[src/rtl/switches_mgmt_pkg.sv]
// Constants shared by the switch-conditioning path: the default debounce
// interval (10 ms of the 50 MHz board clock) and a constant-evaluable clog2.
package switches_mgmt_pkg;

    localparam int BOARD_CLK_HZ     = 50_000_000;
    localparam int DEBOUNCE_MS      = 10;
    localparam int DEBOUNCE_DEFAULT = (BOARD_CLK_HZ / 1000) * DEBOUNCE_MS;

    // Ceiling log2, never less than 1 so a counter always has at least one bit.
    function automatic int clog2(input int value);
        int r;
        int v;
        r = 0;
        v = (value > 1) ? value - 1 : 0;
        while (v > 0) begin
            r = r + 1;
            v = v >>> 1;
        end
        return (r < 1) ? 1 : r;
    endfunction

endpackage

[src/rtl/switches_mgmt_debounce_bit.sv]
// One conditioned input bit: 2-flop synchronizer, debounce counter,
// debounced level and registered rise/fall pulses.
module debounce_bit
    import switches_mgmt_pkg::*;
#(
    parameter int DEBOUNCE_CYCLES = DEBOUNCE_DEFAULT
) (
    input  logic clk,
    input  logic rst,
    input  logic raw_i,
    output logic level_o,
    output logic rise_o,
    output logic fall_o,
    output logic flip_o
);

    localparam int              CNT_W   = clog2(DEBOUNCE_CYCLES + 1);
    localparam logic [CNT_W-1:0] CNT_MAX = CNT_W'(DEBOUNCE_CYCLES - 1);

    logic             sync1_q, sync2_q;
    logic [CNT_W-1:0] cnt_q, cnt_d;
    logic             level_q, level_d;
    logic             rise_q, rise_d;
    logic             fall_q, fall_d;

    // Plain flop pair, nothing in between, so metastability gets a full cycle to settle.
    always_ff @(posedge clk or posedge rst) begin
        if (rst) begin
            sync1_q <= 1'b0;
            sync2_q <= 1'b0;
        end else begin
            sync1_q <= raw_i;
            sync2_q <= sync1_q;
        end
    end

    always_comb begin
        cnt_d   = cnt_q;
        level_d = level_q;
        rise_d  = 1'b0;
        fall_d  = 1'b0;
        if (sync2_q == level_q) begin
            cnt_d = '0;
        end else if (cnt_q == CNT_MAX) begin
            cnt_d   = '0;
            level_d = sync2_q;
            rise_d  = sync2_q;
            fall_d  = ~sync2_q;
        end else begin
            cnt_d = cnt_q + CNT_W'(1);
        end
    end

    always_ff @(posedge clk or posedge rst) begin
        if (rst) begin
            cnt_q   <= '0;
            level_q <= 1'b0;
            rise_q  <= 1'b0;
            fall_q  <= 1'b0;
        end else begin
            cnt_q   <= cnt_d;
            level_q <= level_d;
            rise_q  <= rise_d;
            fall_q  <= fall_d;
        end
    end

    assign level_o = level_q;
    assign rise_o  = rise_q;
    assign fall_o  = fall_q;
    // Next-cycle flip, so the shared changed flag sets together with the pulse.
    assign flip_o  = rise_d | fall_d;

endmodule

[src/rtl/switches_mgmt.sv]
// Conditions WIDTH raw switches into debounced levels, edge pulses and a
// sticky changed flag that a slow consumer clears with ack.
module switches_mgmt
    import switches_mgmt_pkg::*;
#(
    parameter int WIDTH           = 8,
    parameter int DEBOUNCE_CYCLES = DEBOUNCE_DEFAULT
) (
    input  logic             clk,
    input  logic             rst,
    input  logic [WIDTH-1:0] in,
    output logic [WIDTH-1:0] out,
    output logic [WIDTH-1:0] rise,
    output logic [WIDTH-1:0] fall,
    output logic             changed,
    input  logic             ack
);

    logic [WIDTH-1:0] flip;
    logic             changed_q, changed_d;

    for (genvar g = 0; g < WIDTH; g++) begin : g_bit
        debounce_bit #(
            .DEBOUNCE_CYCLES(DEBOUNCE_CYCLES)
        ) u_bit (
            .clk    (clk),
            .rst    (rst),
            .raw_i  (in[g]),
            .level_o(out[g]),
            .rise_o (rise[g]),
            .fall_o (fall[g]),
            .flip_o (flip[g])
        );
    end

    // A flip in the same cycle as ack wins, so no event is lost.
    always_comb begin
        changed_d = changed_q;
        if (|flip) begin
            changed_d = 1'b1;
        end else if (ack) begin
            changed_d = 1'b0;
        end
    end

    always_ff @(posedge clk or posedge rst) begin
        if (rst) begin
            changed_q <= 1'b0;
        end else begin
            changed_q <= changed_d;
        end
    end

    assign changed = changed_q;

endmodule

[config.mk]
export PLATFORM = sky130hd
export DESIGN_NAME = switches_mgmt
export DESIGN_NICKNAME = d
export VERILOG_FILES = /design/src/rtl/switches_mgmt_pkg.sv /design/src/rtl/switches_mgmt_debounce_bit.sv /design/src/rtl/switches_mgmt.sv
export SDC_FILE = /design/constraint.sdc
export NUM_CORES = 1
export LEC_CHECK = 0
export ABC_AREA = 1
export ABC_CLOCK_PERIOD_IN_PS = 8750
export CORE_MARGIN = 3
export CORE_UTILIZATION = 62
export DETAILED_ROUTE_END_ITERATION = 10
export HOLD_SLACK_MARGIN = 0.06
export PLACE_DENSITY_LB_ADDON = 0.25
export SLEW_MARGIN = 20
export SYNTH_ARGS = -nofsm -noshare
export SYNTH_HDL_FRONTEND = slang
export SYNTH_SLANG_ARGS = --single-unit
[constraint.sdc]
create_clock -name clk -period 8.75 [get_ports clk]
set_clock_uncertainty 0.2 [all_clocks]
set_input_delay 2.1875 -clock clk [delete_from_list [all_inputs] [get_ports clk]]
set_output_delay 2.1875 -clock clk [all_outputs]
set_load 0.02 [all_outputs]
==> results of run 1 <==
[layer usage]
metal  vias to the layer above  part of all wire [%]  wire length [µm]  global-route usage, %
li1                       4099                     -                 -                      -
met1                      3738                    46              9060                   32.5
met2                       223                    47              9260                   36.7
met3                        18                   4.8               935                   3.68
met4                         0                   1.3               254                   7.07
met5                         -                     0                 0                      0
[area by class of cell]
| class | instances | area (µm²) |
|---|---|---|
| sequential | 193 | 4830 |
| fill | 1284 | 4800 |
| multi-input combinational | 884 | 4520 |
| inverter | 166 | 631 |
| clock buffer | 18 | 439 |
| timing repair buffer | 36 | 358 |
| tap | 216 | 270 |
| clock inverter | 14 | 155 |
[power by group]
part	switching (mW)	internal, mW	leakage, nW
Clock	0.334	0.433	0.288
Combinational	0.0421	0.0161	1.95
Sequential	0.00870	0.905	2.64
Total	0.385	1.35	4.88
[flip-flops by register name, summed over array words and instances (netlist names)]
name,flops
g_bit.u_bit.sync1_q,8
g_bit.u_bit.level_o,8
g_bit.u_bit.cnt_q,152
g_bit.u_bit.sync2_q,8
g_bit.u_bit.fall_o,8
g_bit.u_bit.rise_o,8
changed,1
[worst max-delay path by stage]
| stage | end |
|---|---|
| finish | g_bit[1].u_bit.cnt_q[2] |
| global route | g_bit[1].u_bit.cnt_q[8] |
| CTS | g_bit[1].u_bit.cnt_q[3] |
| detailed placement | g_bit[1].u_bit.cnt_q[7] |
| global placement | g_bit[5].u_bit.cnt_q[2] |
| floorplan | changed |
[logic make-up after synthesis]
logic type,count (synthesis),share of synthesized area (%)
AOI/OAI and AO/OA,41,2.22
xor gates and xnor gates,70,6.01
adders and majority gates,8,0.982
buffers and inverters,198,8.29
DFF,193,47.4
and+or+nand+nor,765,35.1
[layout by cell type, fill, tap and decap left out, drive strengths merged]
cell type      count
a211oi             2
a21oi             17
a31oi              4
and3               4
buf                1
bufinv             2
clkbuf            18
clkdlybuf4s50     35
clkinv             5
clkinvlp           2
dfrtp            193
ha                 8
inv              171
nand2            210
nand3            101
nand3b             1
nand4             37
nor2             296
nor3              98
nor3b              6
nor4               5
o21ai             13
o21bai             4
o22ai              1
or2                7
xnor2             13
xor2              57
[through the flow]
stage / worst slack [ps] / util (%)
after detailed placement: 4320 / 66.3
after CTS: 4800 / 70.0
final: 4860 / 70.0
after global routing: 4570 / 70.0
after floorplan: 1110 / -
after global placement: 4350 / 66.3
==> summary.md, run 1 <==
| Metric | Value |
|---|---|
| Yosys top cell area share | 47.4% |
| Hold Crit Depth | 0 |
| Final Cycle Share | 44.4% |
| CP max stage cell | buf_4 |
| H-tree levels | 4 |
| Cells after Synth | 1275 |
| Slowest stage delay, CP | 750 ps |
| R2r endpoint | g_bit[6].u_bit.cnt_q[18] |
| Hold path endpoint | g_bit[1].u_bit.sync2_q |
| Setup TNS | 0 ps |
| Minimum clock period | 3890 ps |
| Initial Util | 63.7% |
| Synth async-reset ratio | 100% |
| Post-Layout Cell Count | 1527 |
| Top cells by area, synth | dfrtp_1 47%, nor2_1 10%, nand2_1 7.1% |
| Worst-Skew Late Latency | 430 ps |
| Outcome | completed |
| Avg Cell Area, Syn | about 8.0 µm² |
| #FFs+latches synth | 193 |
| Most frequent cell after synthesis | nor2_1 |
| Final ANT Viol Nets | 0 |
| Worst-path cell chain | clkdlybuf4s50_1 > inv_8 > buf_4 |
| Worst Path Required | 9020 ps |
| Worst r2r path cells | 8 |
| Post-synth cell types | 36 |
| Dominant cell type by area after synthesis | dfrtp_1 |
| Post-synthesis sequential area ratio | between 40% and 50% |
| I/O Buffers | 35 |
| Largest net degree at the start of global routing | between 100 and 150 |
| Die Ht | 134 µm |
| Core region area | 16000 µm² |
| Max IR drop VDD | 0.140 mV |
| Worst path top cell family by delay | buffers and inverters |
| Worst slew pin tran | between 800 and 900 ps |
| Hpwl dp | roughly 14000 µm |
| CP Launch Type | input pin |
| Starting DRT DRC Count | 672 |
| Max cap viols | 0 |
| CTS Sinks | 193 |
| DR WL/cell | 12.8 µm |
| Unrepaired setup endpoints after global routing | no |
| Final hold slack | 152 ps |
| Routability cong. | 0.933 |
| Worst Hold Class | reg2reg |
| Main synth FF type | dfrtp_1 |
| FF-to-FF setup slack | 6690 ps |
| Global-route wire length before repair | 34400 µm |
| Fin area | 11200 µm² |
| Fmax | 0.257 GHz |
| Hold buffer count at CTS | 0 |
| CTS tree | built |
| Final WL | 19500 µm |
| Clock Path Buffers | 2 |
| Worst r2r src | g_bit[6].u_bit.level_o |
| Commonest cells in the netlist | 278 x nor2_1, 193 x dfrtp_1, 193 x nand2_1, 151 x inv_1, 88 x nand3_1 |
| Leakage power | between 4 and 5 nW |
| Pwr Density | approximately 160 nW/µm² |
| Via count | 8078 |
| Crit path launch | rst |
| Ant. Diodes | 0 |
| Post-synth EDFFs | 0 |
| Crit end category | asynchronous set/reset pin |
| Pwr Total | about 1.7 mW |
| Global route overflow | 0 |
| Tot GR Track Use | 22.9% |
| Placed Cells | 1495 |
| Setup Buffers After CTS | 0 |
| Cell Area, Synth | 10200 µm² |
| Die width | around 130 µm |
| Vias in the first global route | 7521 |
| Area added between synthesis and finish | 9.89% |
| Critical path depth | 3 |
| Drc violations | 0 |
| Critical setup path kind | in2async |
| Num CTS Buffers | 17 |
| CTS clk-pin slew, worst paths | ~60 ps |
| Hold Fails Final Rpt | 0 |
| Min-delay src | g_bit[1].u_bit.sync1_q |
| Initial antenna violation count | 0 |
| Final Max Slew Viols | 0 |
| FP Rows | 46 |
| Fin nets | about 1300 |
| Top-Level Pins | 36 |
| Post-Syn Nets | 1294 |
| Bufs and invs on worst path | 3 |
| Vias per cell | 5.29 |
| Yosys warns | 0 |
| CTS Root Cell | clkbuf_16 |
| Die ar. | 18000 µm² |
| Relative slew slack | 41.8% |
| Final setup viols | 0 |
| # resized after CTS | 0 |
| Placed Area | about 11000 µm² |
| WP data arrival | roughly 4200 ps |
| TritonRoute pass-1 iters | 5 |
| Proportion of layout cells with a drive suffix above 1 | about 9% |
| Crit path max fanout | 131 |
No activity file was read; power rests on OpenSTA's default activity.
==> run 2: changes to the inputs <==
Settings changed: ABC_CLOCK_PERIOD_IN_PS 8750 to 4000.
Clock period 8.75 ns to 4 ns, I/O delays scaled along.
==> summary.md, run 2 (synthesized netlist as in run 1, its figures left out) <==
| Metric | Value |
|---|---|
| Outcome | completed |
| Final Cycle Share | 66.2% |
| Final ANT Viol Nets | 0 (unchanged) |
| Max reg flops | 152 (unchanged) |
| Crit path launch | g_bit[1].u_bit.level_o |
| Fin nets | 1321 (+0.30%) |
| # resized after CTS | 0 (unchanged) |
| Proportion of layout cells with a drive suffix above 1 | 8.84% (about the same) |
| Placed Cells | 1499 (+0.27%) |
| Via count | 8247 (+2.1%) |
| CTS Root Cell | clkbuf_16 |
| Final Max Slew Viols | 0 (unchanged) |
| Fmax | 0.378 GHz |
| CP Launch Type | register |
| Pwr Total | 3.78 mW (+120%) |
| Die ar. | 18000 µm² (unchanged) |
| Unrepaired setup endpoints after global routing | no |
| Worst Path Required | 2800 ps (-6220 ps) |
| Worst path top cell family by delay | buffers and inverters |
| Starting DRT DRC Count | 538 (-20%) |
| Routability cong. | 0.933 (about the same) |
| Worst-path cell chain | clkdlybuf4s50_1 |
| Vias in the first global route | 7863 (+4.5%) |
| CP max stage cell | clkdlybuf4s50_1 |
| Max cap viols | 0 (unchanged) |
| Global route overflow | 0 (unchanged) |
| Fillers | 1274 (-0.78%) |
| Pwr Density | 336 nW/µm² (+120%) |
| Final WL | 20000 µm (+2.7%) |
| Most frequent cells in the layout | 278 x nor2_1, 193 x nand2_1, 193 x dfrtp_1, 150 x inv_1, 88 x nand3_1 |
| CTS Sinks | 193 (unchanged) |
| Top-Level Pins | 36 (unchanged) |
| Hold Crit Depth | 0 (unchanged) |
| Die width | 134 µm (unchanged) |
| Crit path max fanout | 4 (-97%) |
| Setup TNS | 0 ps (unchanged) |
| Crit end category | output port |
| Num CTS Buffers | 17 (unchanged) |
| FP Rows | 46 (unchanged) |
| Worst slew pin tran | 859 ps (-14.4 ps) |
| Die Ht | 134 µm (unchanged) |
| CTS clk-pin slew, worst paths | 70 ps (about the same) |
| Post-Layout Cell Count | 1528 (+0.065%) |
| FF-to-FF setup slack | 1840 ps (-4850 ps) |
| Top reg by flops | g_bit.u_bit.cnt_q |
| Area added between synthesis and finish | 10.2% |
| Worst r2r src | g_bit[6].u_bit.level_o |
| Leakage power | 4.89 nW (+0.28%) |
| Slowest stage delay, CP | 620 ps (-130 ps) |
| Hpwl dp | 14500 µm (+3.7%) |
| Hold buffer count at CTS | 0 (unchanged) |
| Min-delay src | g_bit[5].u_bit.sync1_q |
| Ant. Diodes | 0 (unchanged) |
| R2r endpoint | g_bit[6].u_bit.cnt_q[18] |
| Setup crit end | out[1] |
| Clock Path Buffers | 2 (unchanged) |
| Tot GR Track Use | 23.9% (+0.97 points) |
| Final setup viols | 0 (unchanged) |
| Largest net degree at the start of global routing | 54 (-59%) |
| H-tree levels | 4 (unchanged) |
| Initial antenna violation count | 0 (unchanged) |
| Worst-Skew Late Latency | 430 ps (about the same) |
| Hold Fails Final Rpt | 0 (unchanged) |
| Worst Hold Class | reg2reg |
| CTS tree | built |
| Setup Buffers After CTS | 0 (unchanged) |
| Critical path depth | 1 (-2) |
| Relative slew slack | 42.5% (+0.75 points) |
| DR WL/cell | 13.1 µm (+2.7%) |
| Bufs and invs on worst path | 1 (-2) |
| Core region area | 16000 µm² (unchanged) |
| Final hold slack | 156 ps (+4.08 ps) |
| TritonRoute pass-1 iters | 7 (+2) |
| Drc violations | 0 (unchanged) |
| Global-route wire length before repair | 35600 µm (+3.5%) |
| Initial Util | 63.7% (unchanged) |
| Vias per cell | 5.40 (+2.0%) |
| Critical setup path kind | reg2out |
| Worst r2r path cells | 8 (unchanged) |
| Minimum clock period | 2650 ps |
| WP data arrival | 1450 ps (-2710 ps) |
| I/O Buffers | 35 (unchanged) |
| Max IR drop VDD | 0.332 mV (+140%) |
| Commonest non-fill, non-tap cell in the layout | nor2_1 |
| Final core occ | 70.2% (+0.21 points) |
run 2: worst min-delay path by stage:
| stage | end | slack [ps] |
|---|---|---|
| final | g_bit[5].u_bit.sync2_q | 160 |
| after global routing | g_bit[7].u_bit.sync2_q | 160 |
| after CTS | g_bit[5].u_bit.sync2_q | 160 |
| after detailed placement | g_bit[5].u_bit.sync2_q | 140 |
| after global placement | g_bit[1].u_bit.sync2_q | 130 |
| after floorplan | g_bit[0].u_bit.sync2_q | 130 |
run 2: final cells by class:
type                       count  area [µm²]  area share (%)
clock buffer                  20         457            4.06
clock inverter                 9         108           0.958
inverter                     166         627            5.58
multi-input combinational    884        4520            40.2
sequential                   193        4830            43.0
tap                          216         270            2.41
timing repair buffer          40         425            3.79
run 2: through the flow:
stage          cell area, µm²  setup WS, ps
2_1_floorplan           10200           310
3_3_place_gp            10700          1630
3_5_place_dp            10700          1600
4_1_cts                 11200          1340
5_1_grt                 11200          1300
6_report                11200          1350
run 2: power by group:
| part | internal (mW) | switching [mW] |
|---|---|---|
| combinational | 0.0418 | 0.0938 |
| sequential | 1.98 | 0.0189 |
| clock | 0.943 | 0.699 |
| total | 2.96 | 0.812 |
run 2: layer usage:
| layer | share of wire (%) | GRT usage [%] |
|---|---|---|
| met2 | 48 | 38.6 |
| met3 | 4.6 | 4.88 |
| met1 | 45 | 32.9 |
| met5 | 0 | 0 |
| met4 | 1.6 | 7.18 |
run 2: worst reg2reg max path, delay by kind of cell, from the launching register on:
kind          cells  cell delay, ps
simple gates      5            1080
flops             1             410
buf+inv           3             370
==> run 3: changes to the inputs <==
Settings changed: ABC_CLOCK_PERIOD_IN_PS 4000 to 2150, CORE_UTILIZATION 62 to 56.
Clock period 4 ns to 2.15 ns, I/O delays scaled along.
==> summary.md, run 3 (synthesized netlist as in run 1, its figures left out) <==
| Metric | Value |
|---|---|
| WP data arrival | 1360 ps (-90 ps) |
| H-tree levels | 4 (unchanged) |
| Worst Hold Class | reg2reg |
| TritonRoute pass-1 iters | 5 (-2) |
| Power share of the clock group | 42.9% (-0.6 points) |
| Global-route wire length before repair | 34800 µm (-2.2%) |
| Bufs and invs on worst path | 1 (unchanged) |
| Worst-path cell chain | clkdlybuf4s50_1 |
| Unrepaired setup endpoints after global routing | no |
| Fmax | 0.478 GHz |
| Worst setup margin | 56.1 ps (-1300 ps) |
| Clock Path Buffers | 2 (unchanged) |
| Vias in the first global route | 7565 (-3.8%) |
| Final Max Slew Viols | 0 (unchanged) |
| Worst r2r path cells | 6 (-2) |
| Critical setup path kind | reg2out |
| DR WL/cell | 12.8 µm (-2.4%) |
| Worst path top cell family by delay | buffers and inverters |
| Pwr Total | 6.97 mW (+85%) |
| Proportion of layout cells with a drive suffix above 1 | 9.25% (+0.41 points) |
| Hold Crit Depth | 0 (unchanged) |
| Vias per cell | 5.23 (-3.1%) |
| Outcome | completed |
| Slowest stage delay, CP | 600 ps (-20 ps) |
| Top reg by flops | g_bit.u_bit.cnt_q |
| Met2 Use GR | 33.6% (-5.1 points) |
| Core region area | 17500 µm² (+9.6%) |
| Pwr Density | 618 nW/µm² (+84%) |
| Die ar. | 19900 µm² (+10%) |
| Pint | 5.45 mW (+84%) |
| Starting DRT DRC Count | 490 (-8.9%) |
| Sw frac | 21.9% (+0.35 points) |
| Max IR drop VDD | 0.892 mV (+170%) |
| Met1 layer usage reported by global route | 29.9% (-3.0 points) |
| Placement Setup Slack | 305 ps (-1300 ps) |
| Most frequent cells in the layout | 278 x nor2_1, 193 x nand2_1, 193 x dfrtp_1, 150 x inv_1, 88 x nand3_1 |
| CP max stage cell | clkdlybuf4s50_1 |
| Drc violations | 0 (unchanged) |
| Initial antenna violation count | 0 (unchanged) |
| CP Launch Type | register |
| Max cap viols | 0 (unchanged) |
| I/O Buffers | 35 (unchanged) |
| Relative slew slack | 71.4% (+29 points) |
| Critical path depth | 1 (unchanged) |
| CTS tree | built |
| CTS clk-pin slew, worst paths | 70 ps (about the same) |
| Largest net degree at the start of global routing | 63 (+17%) |
| M3 GR Usage | 3.70% (-1.2 points) |
| Max reg flops | 152 (unchanged) |
| Worst-Skew Late Latency | 430 ps (about the same) |
| Crit path max fanout | 1 (-3) |
| Final WL | 19800 µm (-1.4%) |
| Worst Path Required | 1410 ps (-1390 ps) |
| Top-Level Pins | 36 (unchanged) |
| Switch Pwr | 1.52 mW (+88%) |
| Final setup viols | 0 (unchanged) |
| Final ANT Viol Nets | 0 (unchanged) |
| Leakage power | 5.03 nW (+2.7%) |
| Commonest non-fill, non-tap cell in the layout | nor2_1 |
| Placed Area | 10700 µm² (+0.50%) |
| Hold Fails Final Rpt | 0 (unchanged) |
| Num CTS Buffers | 17 (unchanged) |
| Reg power frac | 53.3% (+0.4 points) |
| Initial Util | 58.1% (-5.6 points) |
| CTS Sinks | 193 (unchanged) |
| GRT Max-Usage Layer | met2 |
| Minimum clock period | between 2000 and 2500 ps |
| Area added between synthesis and finish | 10.7% |
| Fin nets | 1325 (+0.30%) |
| Die Ht | 141 µm (+5.0%) |
| FP Rows | 48 (+4.3%) |
| Via count | 8075 (-2.1%) |
| Ant. Diodes | 0 (unchanged) |
| Worst slew pin tran | 426 ps (-433 ps) |
| Fin area | 11300 µm² (+0.43%) |
| Comb power frac | 3.8% (+0.2 points) |
| Routability cong. | 0.925 (-0.86%) |
| Crit end category | output port |
| Die width | 141 µm (+5.0%) |
| CTS Root Cell | clkbuf_16 |
| Hpwl dp | 14600 µm (+0.88%) |
| Final Cycle Share | 97.4% |
| Global route overflow | 0 (unchanged) |
| Tot GR Track Use | 21.0% (-2.9 points) |
==> run 3: worst paths after layout <==
check / start / endpoint / slack (ps)
max in group asynchronous: rst / g_bit[5].u_bit.cnt_q[4] / 940
min: g_bit[1].u_bit.sync1_q / g_bit[1].u_bit.sync2_q / 150
max: g_bit[7].u_bit.rise_o / rise[7] / 60
min in group asynchronous: rst / g_bit[3].u_bit.cnt_q[3] / 220
max reg2reg: g_bit[0].u_bit.cnt_q[0] / g_bit[0].u_bit.cnt_q[3] / 280
min reg2reg: g_bit[1].u_bit.sync1_q / g_bit[1].u_bit.sync2_q / 150
==> run 3: metal layers <==
metal / vias to the layer above / part of all wire, %
met5: - / 0
met4: 0 / 1.1
met3: 21 / 4.5
met2: 157 / 46
met1: 3796 / 48
li1: 4101 / -
==> run 3: layout make-up <==
cell class	instances	area, µm²
Clock buffer	22	474
Timing Repair Buffer	44	469
Clock inverter	10	83.8
Sequential cell	193	4830
Fill cell	1512	6250
Inverter	166	627
Multi-Input combinational cell	884	4520
Tap cell	225	282
==> run 3: power groups by stage <==
stage | Sequential [mW] | Combinational [mW] | Clock [mW]
6_report | 3.72 | 0.261 | 2.99
5_1_grt | 3.72 | 0.304 | 3.21
4_1_cts | 3.72 | 0.271 | 3.05
3_5_place_dp | 3.78 | 0.268 | 0
3_3_place_gp | 3.78 | 0.264 | 0
2_1_floorplan | 3.78 | 0.171 | 0
==> run 3: stage by stage <==
step	hold slack (ps)	setup TNS, ps	std cells	utilization (%)
6_report	152	0	1544	64.3
5_1_grt	155	0	1544	64.3
4_1_cts	155	0	1544	64.3
3_5_place_dp	139	0	1512	61.2
3_3_place_gp	134	0	1512	61.2
2_1_floorplan	131	-208040	1275	-
==> run 3: timing repair <==
action | 4_1_cts | 5_1_grt
buffers inserted | 0 | 0
pin swaps | 0 | 0
gates resized for setup | 7 | 4
setup endpoints to repair | 7 | 4
hold buffers | 0 | 0
